==> src/rtl/reg_writeback_unit.sv <==
// Writeback unit: buffers execute results in a small FIFO, retires one per cycle into the
// RegFile, and resolves decode operands against a per-register in-flight scoreboard.
module reg_writeback_unit #(
  parameter int DATA_W = 10,
  parameter int ADDR_W = 3,
  parameter int DEPTH  = 2
) (
  input  logic              clk,
  input  logic              reset,
  input  logic              issue_valid,
  input  logic [ADDR_W-1:0] issue_dest,
  output logic              issue_stall,
  input  logic              res_valid,
  output logic              res_ready,
  input  logic [ADDR_W-1:0] res_dest,
  input  logic [DATA_W-1:0] res_data,
  output logic              write_en,
  output logic [ADDR_W-1:0] reg_write_dest,
  output logic [DATA_W-1:0] write_data,
  input  logic [ADDR_W-1:0] read_addr_1,
  input  logic [ADDR_W-1:0] read_addr_2,
  input  logic [DATA_W-1:0] rf_data_1,
  input  logic [DATA_W-1:0] rf_data_2,
  output logic [DATA_W-1:0] fwd_data_1,
  output logic [DATA_W-1:0] fwd_data_2,
  output logic              hazard_1,
  output logic              hazard_2
);
  localparam int NREG  = 2**ADDR_W;
  localparam int PTR_W = (DEPTH > 1) ? $clog2(DEPTH) : 1;
  localparam int CNT_W = PTR_W + 1;

  logic [ADDR_W-1:0] fifo_dest_q [DEPTH];
  logic [DATA_W-1:0] fifo_data_q [DEPTH];
  logic [PTR_W-1:0]  rd_ptr_q, rd_ptr_d, wr_ptr_q, wr_ptr_d;
  logic [CNT_W-1:0]  count_q, count_d;
  logic [1:0]        cnt_q [NREG];
  logic [1:0]        cnt_d [NREG];

  logic              empty_s, full_s, push_s, pop_s, issue_acc_s;
  logic [ADDR_W-1:0] head_dest_s;
  logic [ADDR_W-1:0] raddr_s [2];
  logic [DATA_W-1:0] rf_s    [2];
  logic [DATA_W-1:0] fwd_s   [2];
  logic              hz_s    [2];
  logic [CNT_W-1:0]  match_s [2];
  logic [DATA_W-1:0] young_s [2];

  function automatic logic [PTR_W-1:0] slot(input logic [PTR_W-1:0] base, input int unsigned off);
    return base + PTR_W'(off);
  endfunction

  assign empty_s     = (count_q == {CNT_W{1'b0}});
  assign full_s      = (count_q == CNT_W'(DEPTH));
  assign res_ready   = !full_s;
  assign push_s      = res_valid && !full_s;
  assign pop_s       = !empty_s;
  assign head_dest_s = fifo_dest_q[rd_ptr_q];
  assign issue_stall = issue_valid && (cnt_q[issue_dest] == 2'd3);
  assign issue_acc_s = issue_valid && !issue_stall;

  assign raddr_s[0] = read_addr_1;
  assign raddr_s[1] = read_addr_2;
  assign rf_s[0]    = rf_data_1;
  assign rf_s[1]    = rf_data_2;
  assign fwd_data_1 = fwd_s[0];
  assign fwd_data_2 = fwd_s[1];
  assign hazard_1   = hz_s[0];
  assign hazard_2   = hz_s[1];

  // RegFile write port driven straight from the FIFO head
  always_comb begin
    write_en       = 1'b0;
    reg_write_dest = {ADDR_W{1'b0}};
    write_data     = {DATA_W{1'b0}};
    if (!empty_s && !reset) begin
      write_en       = 1'b1;
      reg_write_dest = head_dest_s;
      write_data     = fifo_data_q[rd_ptr_q];
    end else begin
      write_en       = 1'b0;
    end
  end

  // FIFO pointer and occupancy next-state
  always_comb begin
    rd_ptr_d = pop_s  ? (rd_ptr_q + PTR_W'(1)) : rd_ptr_q;
    wr_ptr_d = push_s ? (wr_ptr_q + PTR_W'(1)) : wr_ptr_q;
    case ({push_s, pop_s})
      2'b10:   count_d = count_q + CNT_W'(1);
      2'b01:   count_d = count_q - CNT_W'(1);
      default: count_d = count_q;
    endcase
  end

  // Scoreboard next-state: claim on accepted issue, release on retirement
  always_comb begin
    for (int r = 0; r < NREG; r++) begin
      cnt_d[r] = cnt_q[r];
      if (issue_acc_s && (issue_dest == ADDR_W'(r)) && !(pop_s && (head_dest_s == ADDR_W'(r)))) begin
        cnt_d[r] = cnt_q[r] + 2'd1;
      end else if (pop_s && (head_dest_s == ADDR_W'(r)) && !(issue_acc_s && (issue_dest == ADDR_W'(r)))
                   && (cnt_q[r] != 2'd0)) begin
        cnt_d[r] = cnt_q[r] - 2'd1;
      end else begin
        cnt_d[r] = cnt_q[r];
      end
    end
  end

  // Operand resolution: a claim not covered by a buffered result is a hazard
  always_comb begin
    for (int p = 0; p < 2; p++) begin
      match_s[p] = {CNT_W{1'b0}};
      young_s[p] = rf_s[p];
      for (int i = 0; i < DEPTH; i++) begin
        if ((CNT_W'(i) < count_q) && (fifo_dest_q[slot(rd_ptr_q, i)] == raddr_s[p])) begin
          match_s[p] = match_s[p] + CNT_W'(1);
          young_s[p] = fifo_data_q[slot(rd_ptr_q, i)];
        end else begin
          match_s[p] = match_s[p];
        end
      end
      if ({{CNT_W{1'b0}}, cnt_q[raddr_s[p]]} > {2'b00, match_s[p]}) begin
        hz_s[p]  = 1'b1;
        fwd_s[p] = rf_s[p];
      end else begin
        hz_s[p]  = 1'b0;
        fwd_s[p] = young_s[p];
      end
    end
  end

  // Control state registers with synchronous reset
  always_ff @(posedge clk) begin
    if (reset) begin
      rd_ptr_q <= {PTR_W{1'b0}};
      wr_ptr_q <= {PTR_W{1'b0}};
      count_q  <= {CNT_W{1'b0}};
      for (int r = 0; r < NREG; r++) cnt_q[r] <= 2'd0;
    end else begin
      rd_ptr_q <= rd_ptr_d;
      wr_ptr_q <= wr_ptr_d;
      count_q  <= count_d;
      for (int r = 0; r < NREG; r++) cnt_q[r] <= cnt_d[r];
    end
  end

  // FIFO payload storage; contents are only meaningful below count_q
  always_ff @(posedge clk) begin
    if (push_s && !reset) begin
      fifo_dest_q[wr_ptr_q] <= res_dest;
      fifo_data_q[wr_ptr_q] <= res_data;
    end
  end
endmodule

==> config.mk <==
export PLATFORM = sky130hd
export DESIGN_NAME = reg_writeback_unit
export DESIGN_NICKNAME = d
export VERILOG_FILES = /design/src/rtl/reg_writeback_unit.sv
export SDC_FILE = /design/constraint.sdc
export NUM_CORES = 1
export LEC_CHECK = 0
export BUFFER_PORTS_ARGS = -buffer_cell sky130_fd_sc_hd__buf_2
export CELL_PAD_IN_SITES_DETAIL_PLACEMENT = 1
export CELL_PAD_IN_SITES_GLOBAL_PLACEMENT = 1
export CORE_UTILIZATION = 41
export CTS_CLUSTER_DIAMETER = 200
export DETAILED_ROUTE_END_ITERATION = 16
export PLACE_DENSITY = 0.8
export SYNTH_ARGS = -nofsm -noshare
export SYNTH_HDL_FRONTEND = slang
export SYNTH_SLANG_ARGS = --single-unit
==> constraint.sdc <==
create_clock -name clk -period 6.7 [get_ports clk]
set_input_delay 1.34 -clock clk [delete_from_list [all_inputs] [get_ports clk]]
set_output_delay 1.34 -clock clk [all_outputs]
set_load 0.02 [all_outputs]
==> summary.md, run 1 <==
| Metric | Value |
|---|---|
| # H-tree levels | 2 |
| Syn_area_per_cell | 9.36 sq um |
| Non-Filler Instances | between 500 and 600 |
| Setup slack, reg-to-reg | 4020 ps |
| Fin worst setup slack | slightly above 800 ps |
| Die Height | 93.2 microns |
| CP arrival | roughly 4500 ps |
| Total GRT Usage | 24.5% |
| Slew margin rel. | 26.5% |
| Area Overhead vs Synth | 16.4% |
| Vias | approximately 3100 |
| Clock Sinks | 47 |
| Crit path cell chain | mux2i_1, xor2_1, nand4_1, buf_4, inv_1, ha_1, inv_1, ha_1, nor2b_1, a2bb2oi_1, buf_4, or4_1, o21a_1, a221o_1, buf_2 |
| Peak supply drop | roughly 0.13 mV |
| Routed Antenna Nets | 0 |
| CORE AREA | 0.00789 sq mm |
| Largest net degree at the start of global routing | 26 |
| Drt total wl | 10300 microns |
| Clk_skew | 7.59 ps |
| Fmax | ~170 MHz |
| Final RePlAce weighted congestion | 0.970 |
| Post-route cell area | about 0.004 sq mm |
| Critical Path Fanout Max | 19 |
| CTS tree | built |
| R2R depth | 5 |
| Starting Density | 43.2% |
| Most used DFF post-synth | edfxtp_1 |
| Die extent in x | 93.2 microns |
| Detailed-route wire length per cell | 19.2 microns |
| Asr flop ratio synth | 0% |
| WS Path Type | reg -> out |
| Clock transition at the registers of the reported paths | approximately 90 ps |
| Cell Area, Synth | 0.00341 sq mm |
| GR Overflow Total | 0 |
| Worst hold path class | reg -> reg |
| Wire length on met3 | 593 microns |
| Outcome | finished clean |
| Tcrit/Tclk final | 87.6% |
| Setup TNS | 0 ps |
| I/O Pins | 84 |
| Post-synth EDFFs | 26 |
| Hold buffers post-CTS | 0 |
| Met1 WL | between 4000 and 5000 microns |
| Via density | approximately 6 |
| Tot Pwr | 1.10 mW |
| Hold Fails Final Rpt | 0 |
| DRC Markers | 0 |
| Worst hold margin | 539 ps |
| Unrepaired setup endpoints after global routing | false |
| Rows | 32 |
| Mapped Nets | 420 |
| Pre-CTS setup slack | 898 ps |
| Final Max Tran Viols | 0 |
| Post CTS Setup Buffer Count | 0 |
| Pleak | 1.50 nW |
| Synth warn | 0 |
| Port bufs | 83 |
| Placement Cell Area | 0.00388 sq mm |
| Finished Core Util | 50.3% |
| CP max stage cell | dfxtp_1 |
| # placed instances | 527 |
| PwrDens | 278 mW/mm^2 |
| Worst r2r dst | cnt_q[1][1]$_SDFFE_PP0P_ |
| Antenna diodes | 0 |
| Worst path max stage delay | ~840 ps |
| Nets | 488 |
| Data required, critical path | 5360 ps |
| Synth Instances | 364 |
| Dpl hpwl | 8140 microns |
| CTS Root Cell | clkbuf_8 |
| CP startpoint | rd_ptr_q$_SDFFE_PP0N_ |
| Layout cells sized above 1 | 26.6% |
| Clk_lat worst skew | around 300 ps |
| Top Metal Used | met4 |
| Type of element launching the critical path | flop |
| Pre-Repair DR Iteration Count | 4 |
| Met2 WL | slightly below 5000 microns |
| CP endpoint kind | output pin |
| Vias in the first global route | 3105 |
| Final Setup Violations | 0 |
| First-pass GRT wire length | 16200 microns |
| Post-synthesis sequential area ratio | a little over a third |
| Yosys reg bits | 47 |
| Worst-margin pin slew | about 1100 ps |
| Critical path destination | fwd_data_1[9] |
| CTS buffer count | 5 |
| Synth cell types | 40 |
| Initial antenna violation count | 0 |
| Die area | 0.00868 sq mm |
| Clock buffer depth | 2 |
| First DRT Iteration DRCs | around 240 |
| Post-cts sizing count | 0 |
| Fin crit period | between 5000 and 6000 ps |
| Max-Cap Viols | 0 |
==> Yosys cell counts, types with 4 or more instances <==
master	n	area, sq um
a21oi_1	10	50.1
a221o_1	10	100
a221oi_1	8	70.1
a31oi_1	10	62.6
and4_1	4	35.0
clkbuf_1	20	75.1
dfxtp_1	21	420
edfxtp_1	26	781
ha_1	10	125
inv_1	14	52.6
mux2_2	4	45.0
mux2i_1	27	270
mux4_2	9	203
nand2_1	31	116
nand3_1	12	60.1
nand4b_1	4	35.0
nor2_1	39	146
nor2b_1	5	31.3
nor3_1	14	70.1
nor4_1	15	93.8
o21ai_0	12	60.1
o22a_1	10	87.6
xnor2_1	16	140
xor2_1	6	52.6
==> placed cells by master, fill, tap and decap left out, types with 3 or more instances in the layout <==
cell	netlist	layout
clkbuf_8	0	5
edfxtp_1	26	26
nand4b_1	4	4
a221o_1	10	10
o22a_1	10	10
buf_4	0	6
a221oi_1	8	8
nor2_1	39	39
mux2i_1	27	27
dfxtp_1	21	21
and4_1	4	4
ha_1	10	10
nor4_1	15	14
mux4_2	9	9
xnor2_1	16	16
xor2_1	6	6
o21ai_0	12	12
a31oi_1	10	10
inv_1	14	14
nand4_1	3	3
buf_2	3	83
nor2b_1	5	5
a21oi_1	10	10
nand3_1	12	12
mux2_2	4	4
nand2_1	31	31
nor3_1	14	14
==> logic make-up (layout without fill, tap and decap cells) <==
family | after synthesis | after routing | synth area share (%)
multiplexers | 42 | 42 | 16.5
XOR/XNOR | 22 | 22 | 5.65
AO/OA/AOI/OAI | 65 | 65 | 13.8
adder cells (fa/ha/maj) | 10 | 10 | 3.67
AND/OR/NAND/NOR | 136 | 136 | 19.9
buffers and inverters | 42 | 111 | 5.21
flip-flops | 47 | 47 | 35.2
==> sequential cells by signal (all words and copies together) (netlist names), named ones only <==
| register | flops |
|---|---|
| cnt_q | 16 |
| count_q | 2 |
| fifo_data_q | 20 |
| fifo_dest_q | 6 |
| rd_ptr_q | 1 |
| wr_ptr_q | 1 |
==> power breakdown <==
part	total (mW)	internal (mW)	switching, mW
clock	0.173	0.0732	0.0995
sequential	0.381	0.333	0.0484
combinational	0.548	0.209	0.339
==> layer usage <==
metal	up-vias	track usage, %
li1	1501	-
met1	1523	32.8
met2	97	40.7
met3	16	4.07
met4	0	6.79
met5	-	0
==> worst max-delay path: cells and delay by family (launching register included) <==
kind | cells | cell delay (ps)
adder cells (fa/ha/maj) | 2 | 410
XOR/XNOR | 1 | 200
flip-flops | 1 | 840
AND/OR/NAND/NOR | 3 | 790
AO/OA/AOI/OAI | 3 | 810
multiplexers | 1 | 460
buffers and inverters | 5 | 690
==> how the worst min path moves through the flow <==
stage / start / endpoint / cells past startpoint
CTS: cnt_q[5][1]$_SDFFE_PP0P_ / cnt_q[5][1]$_SDFFE_PP0P_ / 2
global route: count_q[0]$_SDFFE_PP0P_ / count_q[0]$_SDFFE_PP0P_ / 2
floorplan: cnt_q[2][1]$_SDFFE_PP0P_ / cnt_q[2][1]$_SDFFE_PP0P_ / 2
detailed placement: cnt_q[5][1]$_SDFFE_PP0P_ / cnt_q[5][1]$_SDFFE_PP0P_ / 2
global placement: cnt_q[5][1]$_SDFFE_PP0P_ / cnt_q[5][1]$_SDFFE_PP0P_ / 2
finish: cnt_q[0][1]$_SDFFE_PP0P_ / cnt_q[0][1]$_SDFFE_PP0P_ / 2
==> final cells by class <==
cell class                      count  area, sq um
Sequential cell                    47         1200
Tap cell                          102          128
Clock inverter                      2         12.5
Inverter                           14         52.6
Clock buffer                        6         72.6
Multi-Input combinational cell    275         2040
Fill cell                         933         3920
Timing Repair Buffer               89          460
Note: power is estimated with default switching activity, not from simulation.
==> run 2: changes to the inputs <==
==> constraint.sdc (replaced) <==
create_clock -name clk -period 6.7 [get_ports clk]
set_input_delay 0.335 -clock clk [delete_from_list [all_inputs] [get_ports clk]]
set_output_delay 0.335 -clock clk [all_outputs]
set_load 0.02 [all_outputs]
==> run 2 against run 1 <==
Hold slack got worse by 330 ps. Final cell count decreased by 0.56%. Sequential share of layout area increased by 0.17 points. Clock-buffer cell count unchanged. Fmax increased by 13%.
==> summary.md, run 2 (synthesis results as in run 1) <==
| Metric | Value |
|---|---|
| Outcome | finished clean |
| Final Setup Violations | 0 (unchanged) |
| GR Overflow Total | 0 (unchanged) |
| First-pass GRT wire length | 16100 microns (-0.85%) |
| Tot Pwr | 1.09 mW (-0.87%) |
| Tcrit/Tclk final | 77.4% (-10 points) |
| Most frequent cells in the layout | buf_2, nor2_1, nand2_1 |
| I/O Pins | 84 (unchanged) |
| Rows | 32 (unchanged) |
| Clock Sinks | 47 (unchanged) |
| Die extent in x | 93.2 microns (unchanged) |
| Largest Register | fifo_data_q |
| Clock transition at the registers of the reported paths | 90 ps (about the same) |
| Max-Cap Viols | 0 (unchanged) |
| Cell repeated most along the worst path | ha_1 |
| Clk_lat worst skew | 300 ps (about the same) |
| Worst hold path class | in -> reg |
| Antenna diodes | 0 (unchanged) |
| CP arrival | 4850 ps (+320 ps) |
| Die area | 0.00868 sq mm (unchanged) |
| Largest net degree at the start of global routing | 26 (unchanged) |
| Placement Cell Area | 0.00386 sq mm (-0.58%) |
| Pleak | 1.48 nW (-1.2%) |
| Post-route cell area | 0.00395 sq mm (-0.57%) |
| Area Overhead vs Synth | 15.7% |
| Dpl hpwl | 7940 microns (-2.5%) |
| Hold Fails Final Rpt | 0 (unchanged) |
| CTS Root Cell | clkbuf_8 |
| Hold buffers post-CTS | 0 (unchanged) |
| Starting Density | 43.2% (unchanged) |
| Max FFs per register | 20 (unchanged) |
| Slew margin rel. | 33.7% (+7.2 points) |
| CP top delay family | simple AND/OR/NAND/NOR gates |
| CP endpoint kind | output pin |
| Initial antenna violation count | 0 (unchanged) |
| CP max stage cell | dfxtp_1 |
| Worst-margin pin slew | 990 ps (-107 ps) |
| Layout cells sized above 1 | 26.0% (-0.51 points) |
| Data required, critical path | 6360 ps (+1000 ps) |
| Routed Antenna Nets | 0 (unchanged) |
| Unrepaired setup endpoints after global routing | false |
| Crit path cell chain | mux2i_1, xnor2_1, nor3_1, ha_1, inv_1, ha_1, nor2b_1, a2bb2oi_1, buf_4, or4_1, o21a_1, a221o_1, buf_2 |
| Detailed-route wire length per cell | 18.8 microns (-2.1%) |
| Worst hold margin | 212 ps (-327 ps) |
| DRC Markers | 0 (unchanged) |
| CORE AREA | 0.00789 sq mm (unchanged) |
| Critical Path Fanout Max | 15 (-4) |
| Peak supply drop | 0.120 mV (-8.9%) |
| Worst path max stage delay | 950 ps (+110 ps) |
| Nets | 485 (-0.61%) |
| Largest registers | fifo_data_q x20, cnt_q x16, fifo_dest_q x6 |
| First DRT Iteration DRCs | 201 (-17%) |
| Vias in the first global route | 3209 (+3.3%) |
| # H-tree levels | 2 (unchanged) |
| Post CTS Setup Buffer Count | 0 (unchanged) |
| Total GRT Usage | 23.8% (-0.71 points) |
| Type of element launching the critical path | flop |
| Final RePlAce weighted congestion | 0.946 (-2.5%) |
| Pre-Repair DR Iteration Count | 4 (unchanged) |
| WS Path Type | reg -> out |
| Clk_skew | 8.29 ps (+0.696 ps) |
| CTS tree | built |
| Drt total wl | 10000 microns (-2.6%) |
| Die Height | 93.2 microns (unchanged) |
| Fmax | 193 MHz (+13%) |
| Port bufs | 83 (unchanged) |
| Via density | 5.84 (-0.37%) |
| PwrDens | 277 mW/mm^2 (-0.30%) |
| Final Max Tran Viols | 0 (unchanged) |
| CTS buffer count | 5 (unchanged) |
| Commonest non-fill, non-tap cell in the layout | buf_2 |
| WP buf/inv | 3 (-2) |
| Clock buffer depth | 2 (unchanged) |
| Post-cts sizing count | 0 (unchanged) |
| Setup TNS | 0 ps (unchanged) |
| Fin crit period | 5190 ps (-681 ps) |
| Filler cell count | 938 (+0.54%) |
| Vias | 3108 (-0.92%) |
[run 2: power breakdown]
part	total (mW)	leakage, nW	internal, mW	switching, mW
logic	0.537	1.04	0.203	0.334
clock network	0.176	0.0374	0.0729	0.103
registers	0.379	0.409	0.333	0.0465
[run 2: path summary, 6_finish.rpt]
path                            slack, ps                     endpoint  cells after the start                startpoint
worst max-delay path                 1510                fwd_data_1[3]                     13                      flop
worst min-delay path                  210  fifo_dest_q[1][1]$_DFFE_PP_                      1               res_dest[1]
worst max register to register       3850     cnt_q[3][0]$_SDFFE_PP0P_                      4                      flop
worst min register to register        540     cnt_q[0][1]$_SDFFE_PP0P_                      2  cnt_q[0][1]$_SDFFE_PP0P_
[run 2: through the flow]
step,instances,util (%),worst slack (ps)
5_1_grt,532,50.0,1140
6_report,532,50.0,1510
3_5_place_dp,524,48.9,1850
4_1_cts,532,50.0,1500
2_1_floorplan,364,-,2870
3_3_place_gp,524,48.9,2060
[run 2: cell type report]
type	count	area (sq um)	area share, %
Clock buffer	6	72.6	1.84
Clock inverter	2	12.5	0.317
Inverter	14	52.6	1.33
Multi-Input combinational cell	275	2040	51.7
Sequential cell	47	1200	30.4
Tap cell	102	128	3.24
Timing Repair Buffer	86	438	11.1
[run 2: worst register-to-register path: cells and delay by family, from the launching register on]
| kind | cells | cell delay (ps) |
|---|---|---|
| AO/OA/AOI/OAI | 1 | 300 |
| flip-flops | 1 | 950 |
| multiplexers | 1 | 500 |
| AND/OR/NAND/NOR | 2 | 1010 |
[run 2: routing by layer]
layer / share of wire (%) / routed length [microns] / up-vias / global-route usage, %
li1: - / - / 1497 / -
met1: 45 / 4500 / 1522 / 30.9
met2: 49 / 4930 / 70 / 40.8
met3: 4.2 / 416 / 19 / 3.98
met4: 1.6 / 161 / 0 / 6.28
met5: 0 / 0 / - / 0
==> run 3: changes to the inputs <==
==> constraint.sdc (replaced) <==
create_clock -name clk -period 5.1 [get_ports clk]
set_input_delay 0.255 -clock clk [delete_from_list [all_inputs] [get_ports clk]]
set_output_delay 0.255 -clock clk [all_outputs]
set_load 0.02 [all_outputs]
==> run 3 against run 2 <==
Global-route usage barely moved. Non-clock buffer count rose by 4. Critical path depth rose by 2. Utilization rose by 0.38 points. Hold slack got worse by 72 ps. Worst setup slack got worse by 1100 ps. Sequential share of layout area fell by 0.23 points. Clock-buffer cell count did not move. Critical endpoint is now fwd_data_1[9]. Highest routed layer unchanged.
==> summary.md, run 3 (synthesis results as in run 1) <==
| Metric | Value |
|---|---|
| Drt total wl | 10100 microns (+1.2%) |
| Tcrit/Tclk final | approximately 93% |
| Most frequent cells in the layout | buf_2, nor2_1, nand2_1 |
| Total GRT Usage | 23.7% (-0.036 points) |
| Largest net degree at the start of global routing | 26 (unchanged) |
| Largest Register | fifo_data_q |
| Fmax | 211 MHz |
| CTS tree | built |
| Nets | 489 (+0.82%) |
| DRC Markers | 0 (unchanged) |
| GR Overflow Total | 0 (unchanged) |
| Max-Cap Viols | 0 (unchanged) |
| PwrDens | 363 mW/mm^2 (+31%) |
| Post CTS Setup Buffer Count | 0 (unchanged) |
| Fin worst setup slack | 370 ps (-1140 ps) |
| Post-route cell area | 0.00398 sq mm (+0.76%) |
| Via density | 5.87 (+0.44%) |
| Data required, critical path | 4850 ps (-1510 ps) |
| Type of element launching the critical path | flop |
| Die area | 0.00868 sq mm (unchanged) |
| Post-cts sizing count | 0 (unchanged) |
| Final Setup Violations | 0 (unchanged) |
| I/O Pins | 84 (unchanged) |
| Port bufs | 83 (unchanged) |
| Routed Antenna Nets | 0 (unchanged) |
| Largest registers | fifo_data_q x20, cnt_q x16, fifo_dest_q x6 |
| Pleak | 1.50 nW (+1.3%) |
| Unrepaired setup endpoints after global routing | false |
| Max FFs per register | 20 (unchanged) |
| Worst-margin pin slew | 996 ps (+6.44 ps) |
| Clock buffer depth | 2 (unchanged) |
| Clk_skew | 6.81 ps (-1.48 ps) |
| Slew margin rel. | 33.3% (-0.43 points) |
| CP endpoint kind | output pin |
| Detailed-route wire length per cell | 18.9 microns (+0.45%) |
| # H-tree levels | 2 (unchanged) |
| Fin crit period | around 4700 ps |
| Commonest non-fill, non-tap cell in the layout | buf_2 |
| Setup TNS | 0 ps (unchanged) |
| Placement Cell Area | 0.00389 sq mm (+0.78%) |
| Hold Fails Final Rpt | 0 (unchanged) |
| Rows | 32 (unchanged) |
| Clock transition at the registers of the reported paths | 90 ps (about the same) |
| First-pass GRT wire length | 16000 microns (-0.26%) |
| CTS buffer count | 5 (unchanged) |
| Antenna diodes | 0 (unchanged) |
| Die Height | 93.2 microns (unchanged) |
| Finished Core Util | 50.4% (+0.38 points) |
| Starting Density | 43.2% (unchanged) |
| Dpl hpwl | 8120 microns (+2.3%) |
| First DRT Iteration DRCs | 114 (-43%) |
| CTS Root Cell | clkbuf_8 |
| Initial antenna violation count | 0 (unchanged) |
| Clk_lat worst skew | 300 ps (about the same) |
| Pre-CTS setup slack | 783 ps (-1070 ps) |
| Vias | 3145 (+1.2%) |
| CORE AREA | 0.00789 sq mm (unchanged) |
| Area Overhead vs Synth | 16.6% |
| WS Path Type | reg -> out |
| Pre-Repair DR Iteration Count | 4 (unchanged) |
| Peak supply drop | 0.185 mV (+54%) |
| Vias in the first global route | 3199 (-0.31%) |
| Clock Sinks | 47 (unchanged) |
| Die extent in x | 93.2 microns (unchanged) |
| Outcome | finished clean |
| Hold buffers post-CTS | 0 (unchanged) |
| Worst hold path class | in -> reg |
| Layout cells sized above 1 | 26.7% (+0.68 points) |
| Filler cell count | 936 (-0.21%) |
| Final RePlAce weighted congestion | 0.937 (-0.93%) |
| Critical Path Fanout Max | 19 (+4) |
| CP arrival | 4470 ps (-380 ps) |
| Final Max Tran Viols | 0 (unchanged) |
run 3: power breakdown:
group          total, mW  switching, mW  internal (mW)
Sequential         0.485         0.0478          0.437
Combinational      0.732          0.457          0.276
Clock              0.227          0.131         0.0958
Total               1.44          0.636          0.809
run 3: through the flow:
stage | power (mW) | std cells | hold slack, ps
after global placement | 1.19 | 528 | 443
final | 1.44 | 536 | 140
after CTS | 1.45 | 536 | 135
after global routing | 1.52 | 536 | 135
after detailed placement | 1.22 | 528 | 446
after floorplan | 1.02 | 364 | 354
run 3: worst paths after layout:
path,startpoint,endpoint,slack (ps),cells after the start
max reg2reg,flop,cnt_q[1][0]$_SDFFE_PP0P_,2730,6
min reg2reg,cnt_q[4][1]$_SDFFE_PP0P_,cnt_q[4][1]$_SDFFE_PP0P_,530,2
min,res_data[9],fifo_data_q[1][9]$_DFFE_PP_,140,1
max,rd_ptr_q$_SDFFE_PP0N_,fwd_data_1[9],370,15
run 3: final cells by class:
| class | count | area (sq um) | share of cell area (%) |
|---|---|---|---|
| clock buffers | 6 | 72.6 | 1.83 |
| clock inverters | 2 | 12.5 | 0.315 |
| inverters | 14 | 52.6 | 1.32 |
| multi-input cells | 275 | 2040 | 51.3 |
| flip-flops and latches | 47 | 1200 | 30.2 |
| well taps | 102 | 128 | 3.21 |
| repair buffers | 90 | 468 | 11.8 |
run 3: metal layers:
metal	global-route usage [%]	part of all wire [%]	vias to the layer above
met5	0	0	-
met3	2.68	4.2	14
met4	5.51	1.4	0
met1	31.1	44	1540
li1	-	-	1504
met2	41.9	50	87
run 3: worst max-delay path: stages, from the launching register on:
cell and delay [ps]:
dfxtp_1 830, mux2i_1 410, xor2_1 190, nand4_1 100, buf_4 250, inv_1 80, ha_1 150, inv_1 40
ha_1 280, nor2b_1 150, a2bb2oi_1 130, buf_4 180, or4_1 560, o21a_1 280, a221o_1 390, buf_2 160
